<file path="src/rtl/memory_port_arbiter.sv">
// Two-port (core/loader) arbiter in front of a single ROM/RAM memory unit.
// Define ARB_ROUND_ROBIN_EN for round-robin arbitration; the default build uses fixed core priority.
module memory_port_arbiter #(
  parameter int DATA_WIDTH = 32,
  parameter int ADDR_WIDTH = 32
) (
  input  logic                  clk,
  input  logic                  reset,
  input  logic                  c_req,
  input  logic                  c_we,
  input  logic                  c_sel,
  input  logic [ADDR_WIDTH-1:0] c_addr,
  input  logic [DATA_WIDTH-1:0] c_wdata,
  output logic                  c_gnt,
  output logic                  c_rvalid,
  input  logic                  l_req,
  input  logic                  l_we,
  input  logic                  l_sel,
  input  logic [ADDR_WIDTH-1:0] l_addr,
  input  logic [DATA_WIDTH-1:0] l_wdata,
  output logic                  l_gnt,
  output logic                  l_rvalid,
  output logic [DATA_WIDTH-1:0] rdata,
  output logic [ADDR_WIDTH-1:0] mem_addr,
  output logic [DATA_WIDTH-1:0] mem_wdata,
  output logic                  mem_we,
  output logic                  mem_sel,
  input  logic [DATA_WIDTH-1:0] mem_q,
  output logic                  rom_wr_err
);

  typedef enum logic [1:0] {
    IDLE  = 2'd0,
    ISSUE = 2'd1,
    RESP  = 2'd2
  } state_t;

  state_t                state_q, state_d;
  logic                  owner_q, owner_d;   // 0 = core, 1 = loader
  logic                  we_q, we_d;
  logic                  c_gnt_q, c_gnt_d;
  logic                  l_gnt_q, l_gnt_d;
  logic                  c_rvalid_q, c_rvalid_d;
  logic                  l_rvalid_q, l_rvalid_d;
  logic [ADDR_WIDTH-1:0] mem_addr_q, mem_addr_d;
  logic [DATA_WIDTH-1:0] mem_wdata_q, mem_wdata_d;
  logic                  mem_we_q, mem_we_d;
  logic                  mem_sel_q, mem_sel_d;
  logic                  rom_wr_err_q, rom_wr_err_d;

  logic                  pick_l;
  logic                  win_we;
  logic                  win_sel;
  logic [ADDR_WIDTH-1:0] win_addr;
  logic [DATA_WIDTH-1:0] win_wdata;

`ifdef ARB_ROUND_ROBIN_EN
  logic last_q, last_d;    // 1 = loader owned the previous access

  assign pick_l = l_req & (~c_req | ~last_q);
`else
  assign pick_l = l_req & ~c_req;
`endif

  assign win_we    = pick_l ? l_we    : c_we;
  assign win_sel   = pick_l ? l_sel   : c_sel;
  assign win_addr  = pick_l ? l_addr  : c_addr;
  assign win_wdata = pick_l ? l_wdata : c_wdata;

  // Next-state and next-output logic; memory-side outputs are the latched request
  // fields, registered so they are only non-zero while in ISSUE.
  always_comb begin
    state_d      = state_q;
    owner_d      = owner_q;
    we_d         = we_q;
    c_gnt_d      = 1'b0;
    l_gnt_d      = 1'b0;
    c_rvalid_d   = 1'b0;
    l_rvalid_d   = 1'b0;
    mem_addr_d   = {ADDR_WIDTH{1'b0}};
    mem_wdata_d  = {DATA_WIDTH{1'b0}};
    mem_we_d     = 1'b0;
    mem_sel_d    = 1'b0;
    rom_wr_err_d = 1'b0;
`ifdef ARB_ROUND_ROBIN_EN
    last_d       = last_q;
`endif
    case (state_q)
      IDLE, RESP: begin
        if (c_req | l_req) begin
          state_d      = ISSUE;
          owner_d      = pick_l;
          we_d         = win_we;
          c_gnt_d      = ~pick_l;
          l_gnt_d      = pick_l;
          mem_addr_d   = win_addr;
          mem_wdata_d  = win_wdata;
          mem_sel_d    = win_sel;
          mem_we_d     = win_we & win_sel;
          rom_wr_err_d = win_we & ~win_sel;
`ifdef ARB_ROUND_ROBIN_EN
          last_d       = pick_l;
`endif
        end else begin
          state_d = IDLE;
        end
      end
      ISSUE: begin
        state_d    = RESP;
        c_rvalid_d = ~we_q & ~owner_q;
        l_rvalid_d = ~we_q & owner_q;
      end
      default: begin
        state_d = IDLE;
      end
    endcase
  end

  // State, latched fields and registered outputs.
  always_ff @(posedge clk or posedge reset) begin
    if (reset) begin
      state_q      <= IDLE;
      owner_q      <= 1'b0;
      we_q         <= 1'b0;
      c_gnt_q      <= 1'b0;
      l_gnt_q      <= 1'b0;
      c_rvalid_q   <= 1'b0;
      l_rvalid_q   <= 1'b0;
      mem_addr_q   <= {ADDR_WIDTH{1'b0}};
      mem_wdata_q  <= {DATA_WIDTH{1'b0}};
      mem_we_q     <= 1'b0;
      mem_sel_q    <= 1'b0;
      rom_wr_err_q <= 1'b0;
`ifdef ARB_ROUND_ROBIN_EN
      last_q       <= 1'b1;
`endif
    end else begin
      state_q      <= state_d;
      owner_q      <= owner_d;
      we_q         <= we_d;
      c_gnt_q      <= c_gnt_d;
      l_gnt_q      <= l_gnt_d;
      c_rvalid_q   <= c_rvalid_d;
      l_rvalid_q   <= l_rvalid_d;
      mem_addr_q   <= mem_addr_d;
      mem_wdata_q  <= mem_wdata_d;
      mem_we_q     <= mem_we_d;
      mem_sel_q    <= mem_sel_d;
      rom_wr_err_q <= rom_wr_err_d;
`ifdef ARB_ROUND_ROBIN_EN
      last_q       <= last_d;
`endif
    end
  end

  assign c_gnt      = c_gnt_q;
  assign l_gnt      = l_gnt_q;
  assign c_rvalid   = c_rvalid_q;
  assign l_rvalid   = l_rvalid_q;
  assign mem_addr   = mem_addr_q;
  assign mem_wdata  = mem_wdata_q;
  assign mem_we     = mem_we_q;
  assign mem_sel    = mem_sel_q;
  assign rom_wr_err = rom_wr_err_q;
  // Memory read data is passed straight through during the read response only.
  assign rdata      = (c_rvalid_q | l_rvalid_q) ? mem_q : {DATA_WIDTH{1'b0}};

endmodule

</file>
<file path="config.mk">
export PLATFORM = sky130hd
export DESIGN_NAME = memory_port_arbiter
export DESIGN_NICKNAME = d
export VERILOG_FILES = /design/src/rtl/memory_port_arbiter.sv
export SDC_FILE = /design/constraint.sdc
export NUM_CORES = 1
export LEC_CHECK = 0
export ABC_CLOCK_PERIOD_IN_PS = 4200
export BUFFER_PORTS_ARGS = -buffer_cell sky130_fd_sc_hd__buf_2
export CORE_AREA = 4 4 102 104
export CTS_CLUSTER_DIAMETER = 100
export DETAILED_ROUTE_END_ITERATION = 8
export DIE_AREA = 0 0 106 108
export PLACE_DENSITY = 0.75
export REMOVE_ABC_BUFFERS = 1
export SLEW_MARGIN = 20
export SYNTH_ARGS = -nofsm -noshare
export SYNTH_HDL_FRONTEND = slang
export SYNTH_SLANG_ARGS = --single-unit
</file>
<file path="constraint.sdc">
create_clock -name clk -period 4.2 [get_ports clk]
set_clock_uncertainty 0.05 [all_clocks]
set_input_delay 0.84 -clock clk [delete_from_list [all_inputs] [get_ports clk]]
set_output_delay 0.84 -clock clk [all_outputs]
set_load 0.1 [all_outputs]
</file>
After elaboration in Yosys (flattened, before gate mapping)
Index checks and enable logic that the tools add are counted.

word-level totals
  bits in registers = 75
  bits of input ports = 168
  output and inout port bits = 103
  word-level logic and storage cells = 52

cells by class
  equality and inequality tests = 2
  multiplexer cells = 23
  bitwise gates (word level) = 12
  reductions and logical operators = 3

operator list
  cell                number
  $mux 32             7
  $mux 1              15
  $and 1x1->1         5
  $not 1->1           5
  $pmux 2 s2          1
  $eq 2x1->1 const B  1
  $eq 2x2->1 const B  1
  $logic_not 2->1     1
  $or 1x1->1          2
  $reduce_and 2->1    1
  $reduce_or 2->1     1

Longest topological paths before layout
  word-level depth = 7
  depth in mapped cells = 4
  gate-level depth less buffers = 3

Worst setup path before layout
Ideal clock, no wire load.

  kind = register -> output
  start point = register l_rvalid_q (netlist: l_rvalid)
  end point = output port rdata[10]
  data arrival time = 2.710 ns
  required time = 3.310 ns
  path slack = 0.600 ns
  stages on the path, launching flop included = 4
  buffers on the path = 1
  path through = dfrtp_1 -> nor2_1 -> clkbuf_1 -> nor2b_1

on the way
  cells in the longest elaborated chain, start to end = 2

RTL lines
  element                 RTL line  RTL
  start, declared         44        logic l_rvalid_q, l_rvalid_d;
  start signal, assigned  144       l_rvalid_q <= l_rvalid_d;
  $or 1x1->1              166       assign rdata = (c_rvalid_q | l_rvalid_q) ? mem_q : {DATA_WIDTH{1'b0}};
  $mux 32                 166
  end, declared           23        output logic [DATA_WIDTH-1:0] rdata,

No other way between the ends.

Final worst setup path
  start point = register l_rvalid_q (netlist: l_rvalid)
  end point = output port rdata[29]

Same word-level chain as after synthesis.

==> impl_metrics.py <==
metrics = {
    "synth": {
        "ys_types": 19,
        "synth_seq_cells": 75,
        "ys_async_sr_fraction_pct": 100,
        "avgSynthCellArea_um2": 13.8,
        "synth_edf_count": 0,
        "syn_area_mm2": 0.00288,
        "ys.flop_type": "dfrtp_1",
        "yosysWarningCount": 0,
        "syn_inst": 208,
        "yosysSeqAreaShare_pct": 65.2,
    },
    "worst_setup_path": {
        "cp.arrival_ps": 1700,
        "critPathRequiredTime_ps": 3310,
        "critPathMaxStageDelay_ps": 520,
        "worst_setup_path_start_kind": "flop",
        "crit_slowest_cell": "nor2_4",
        "critPathKind": "flop to output pin",
        "path_cells": "nor2_4 > nor2b_1 > buf_2",
        "ff2ff_setup_slack_ps": 2300,
        "critPathMaxFanout": 32,
        "crit_path_end_kind": "output pin",
    },
    "sta": {
        "fmax_mhz": 386,
        "rsz0062_at_grt": "false",
        "slew_headroom_pct": 45.0,
        "setup_tns_ps": 0,
        "tightest_slew_ps": 825,
        "hold_viol_final": 0,
        "slew_viol_final": 0,
        "period_needed_ps": 2590,
        "setup_violations": 0,
        "fin_ws_ps": 1610,
        "finalCritPeriodShare_pct": 61.7,
    },
    "floorplanning": {
        "die_h_um": 108,
        "io_pins": 271,
        "rows": 36,
        "die_x_um": 106,
        "dieArea_mm2": 0.0114,
        "core_area_mm2": 0.00955,
        "start_util_pct": 30.2,
    },
    "cts": {
        "clk_latency_ps": 330,
        "post_cts_buffers": 0,
        "cts_buffer_depth": 2,
        "holdBufCountCts": 0,
        "cts_root_buffer": "clkbuf_8",
        "post_cts_resized": 0,
        "htreeDepth": 3,
        "numCtsBuffers": 9,
        "clock_sinks": 75,
        "clk_pin_slew_ps": 70,
        "cts_tree": "done",
    },
    "drt": {
        "drtIter0Drc": 116,
        "first_pass_iters": 4,
        "viasPerCell": 4.50,
        "antenna_left": 0,
        "route.detailed.drc": 0,
        "num_vias": 2766,
        "post_drt_wl_per_cell_um": 15.3,
        "wl_um": 9410,
    },
    "global_routing": {
        "grt_pass1_wl_um": 13400,
        "grt_max_degree": 50,
        "grt_use_total_pct": 15.5,
        "grt_pass1_vias": 2677,
        "overflow": 0,
        "antenna_found_initial": 0,
    },
    "layout": {
        "fillCellCount": 896,
        "fin_cells": 614,
        "layout.nets": 644,
        "area_growth_syn_to_layout_pct": 57.9,
        "drive_gt1_share_pct": 60.7,
        "n_antenna_cell": 0,
        "final_area_mm2": 0.00455,
    },
    "placement": {
        "place_ws_ps": 1630,
        "numPortBuffers": 270,
        "gp_congestion": 0.784,
        "place_hpwl_um": 7640,
        "dp_cells": 598,
        "post_dp_cell_area_mm2": 0.00432,
    },
    "power": {
        "switching_share_pct": 45.4,
        "power_frac_seq_pct": 33.0,
        "pwr-share-clk_pct": 25.5,
        "p_int_uw": 1330,
        "ir_drop_mv": 0.212,
        "power.density_mw_per_mm2": 535,
        "leakagePower_uw": 0.00266,
        "switchingPower_uw": 1100,
        "comb_power_share_pct": 41.5,
    },
    "worst_hold_path": {
        "hp-class": "flop to flop",
    },
    "run_status": {
        "status": "finished clean",
    },
    "job": {
        "cap_violations": 0,
    },
}
[metrics by stage]
| step | hold slack (ps) | util, % | power [µW] |
|---|---|---|---|
| 5_1_grt | 417 | 47.6 | 2530 |
| 3_5_place_dp | 394 | 45.2 | 1830 |
| 6_report | 400 | 47.6 | 2430 |
| 4_1_cts | 402 | 47.6 | 2470 |
| 2_1_floorplan | 368 | - | 1610 |
| 3_3_place_gp | 378 | 45.2 | 1820 |
[critical path: cells and delay by family, from the launching register on]
kind,cells,cell delay (ps)
and+or+nand+nor,2,630
DFF,1,410
buffers and inverters,1,320
[power by group through the flow]
| stage | registers [µW] | clock network [µW] | logic, µW |
|---|---|---|---|
| after floorplan | 1250 | 0 | 365 |
| after global placement | 817 | 0 | 1010 |
| after detailed placement | 818 | 0 | 1020 |
| after CTS | 804 | 648 | 1020 |
| after global routing | 812 | 677 | 1040 |
| final | 804 | 621 | 1010 |
[state kept, by name, summed over array words and instances, names as in the netlist]
name        count
owner_q         1
l_gnt           1
rom_wr_err      1
c_gnt           1
l_rvalid        1
we_q            1
mem_we          1
state_q         2
mem_sel         1
mem_addr       32
mem_wdata      32
c_rvalid        1
[cells in the mapped netlist, types with 2 or more instances]
cell type | count | share of area, %
dfrtp_1 | 75 | 65
a22o_1 | 64 | 19
nor2b_1 | 34 | 7.4
buf_4 | 6 | 1.6
buf_6 | 5 | 2.0
nor2_1 | 5 | 0.65
clkbuf_1 | 3 | 0.39
inv_1 | 3 | 0.39
buf_2 | 2 | 0.35
nand2_1 | 2 | 0.26
[placed cells by master (no fill, tap or decap), drive strengths merged]
| master | count |
|---|---|
| inv | 3 |
| clkbuf | 13 |
| mux2i | 1 |
| nand2 | 2 |
| nor4 | 1 |
| dfrtp | 75 |
| nor3b | 1 |
| a22o | 64 |
| a22oi | 1 |
| nor2b | 35 |
| a21oi | 1 |
| nor2 | 5 |
| clkinv | 1 |
| o21bai | 1 |
| bufinv | 2 |
| buf | 274 |
| nor4b | 1 |
[per-layer routing]
layer / vias to the layer above / GRT usage [%] / part of all wire (%)
met1: 1290 / 15.1 / 33
met3: 14 / 6.63 / 12
met4: 0 / 8.97 / 2.9
li1: 1284 / - / -
met2: 178 / 27.6 / 51
met5: - / 0 / 0
[worst paths after layout]
path | to | cells past startpoint | startpoint
max in group asynchronous | mem_wdata[14] | 3 | reset
setup / recovery | rdata[29] | 3 | l_rvalid
min in group asynchronous | mem_wdata[6] | 2 | reset
hold / removal | state_q[1] | 1 | state_q[1]
setup reg to reg | mem_addr[26] | 3 | state_q[0]
hold reg to reg | state_q[1] | 1 | state_q[1]
[cell type report]
type,instances,area [µm²],share of cell area (%)
multi-input cells,113,885,19.4
flip-flops and latches,75,1880,41.3
repair buffers,274,1380,30.4
clock inverters,3,68.8,1.51
well taps,133,166,3.66
inverters,3,12.5,0.275
clock buffers,13,159,3.49
[cells by family (layout without fill, tap and decap cells)]
logic type | Yosys count | count (layout) | synth area share (%)
multiplexers | 1 | 1 | 0.348
AO/OA/AOI/OAI | 67 | 67 | 20.2
buffers and inverters | 20 | 293 | 4.78
flip-flops | 75 | 75 | 65.2
AND/OR/NAND/NOR | 45 | 45 | 9.56
No activity file was read; power rests on OpenSTA's default activity.
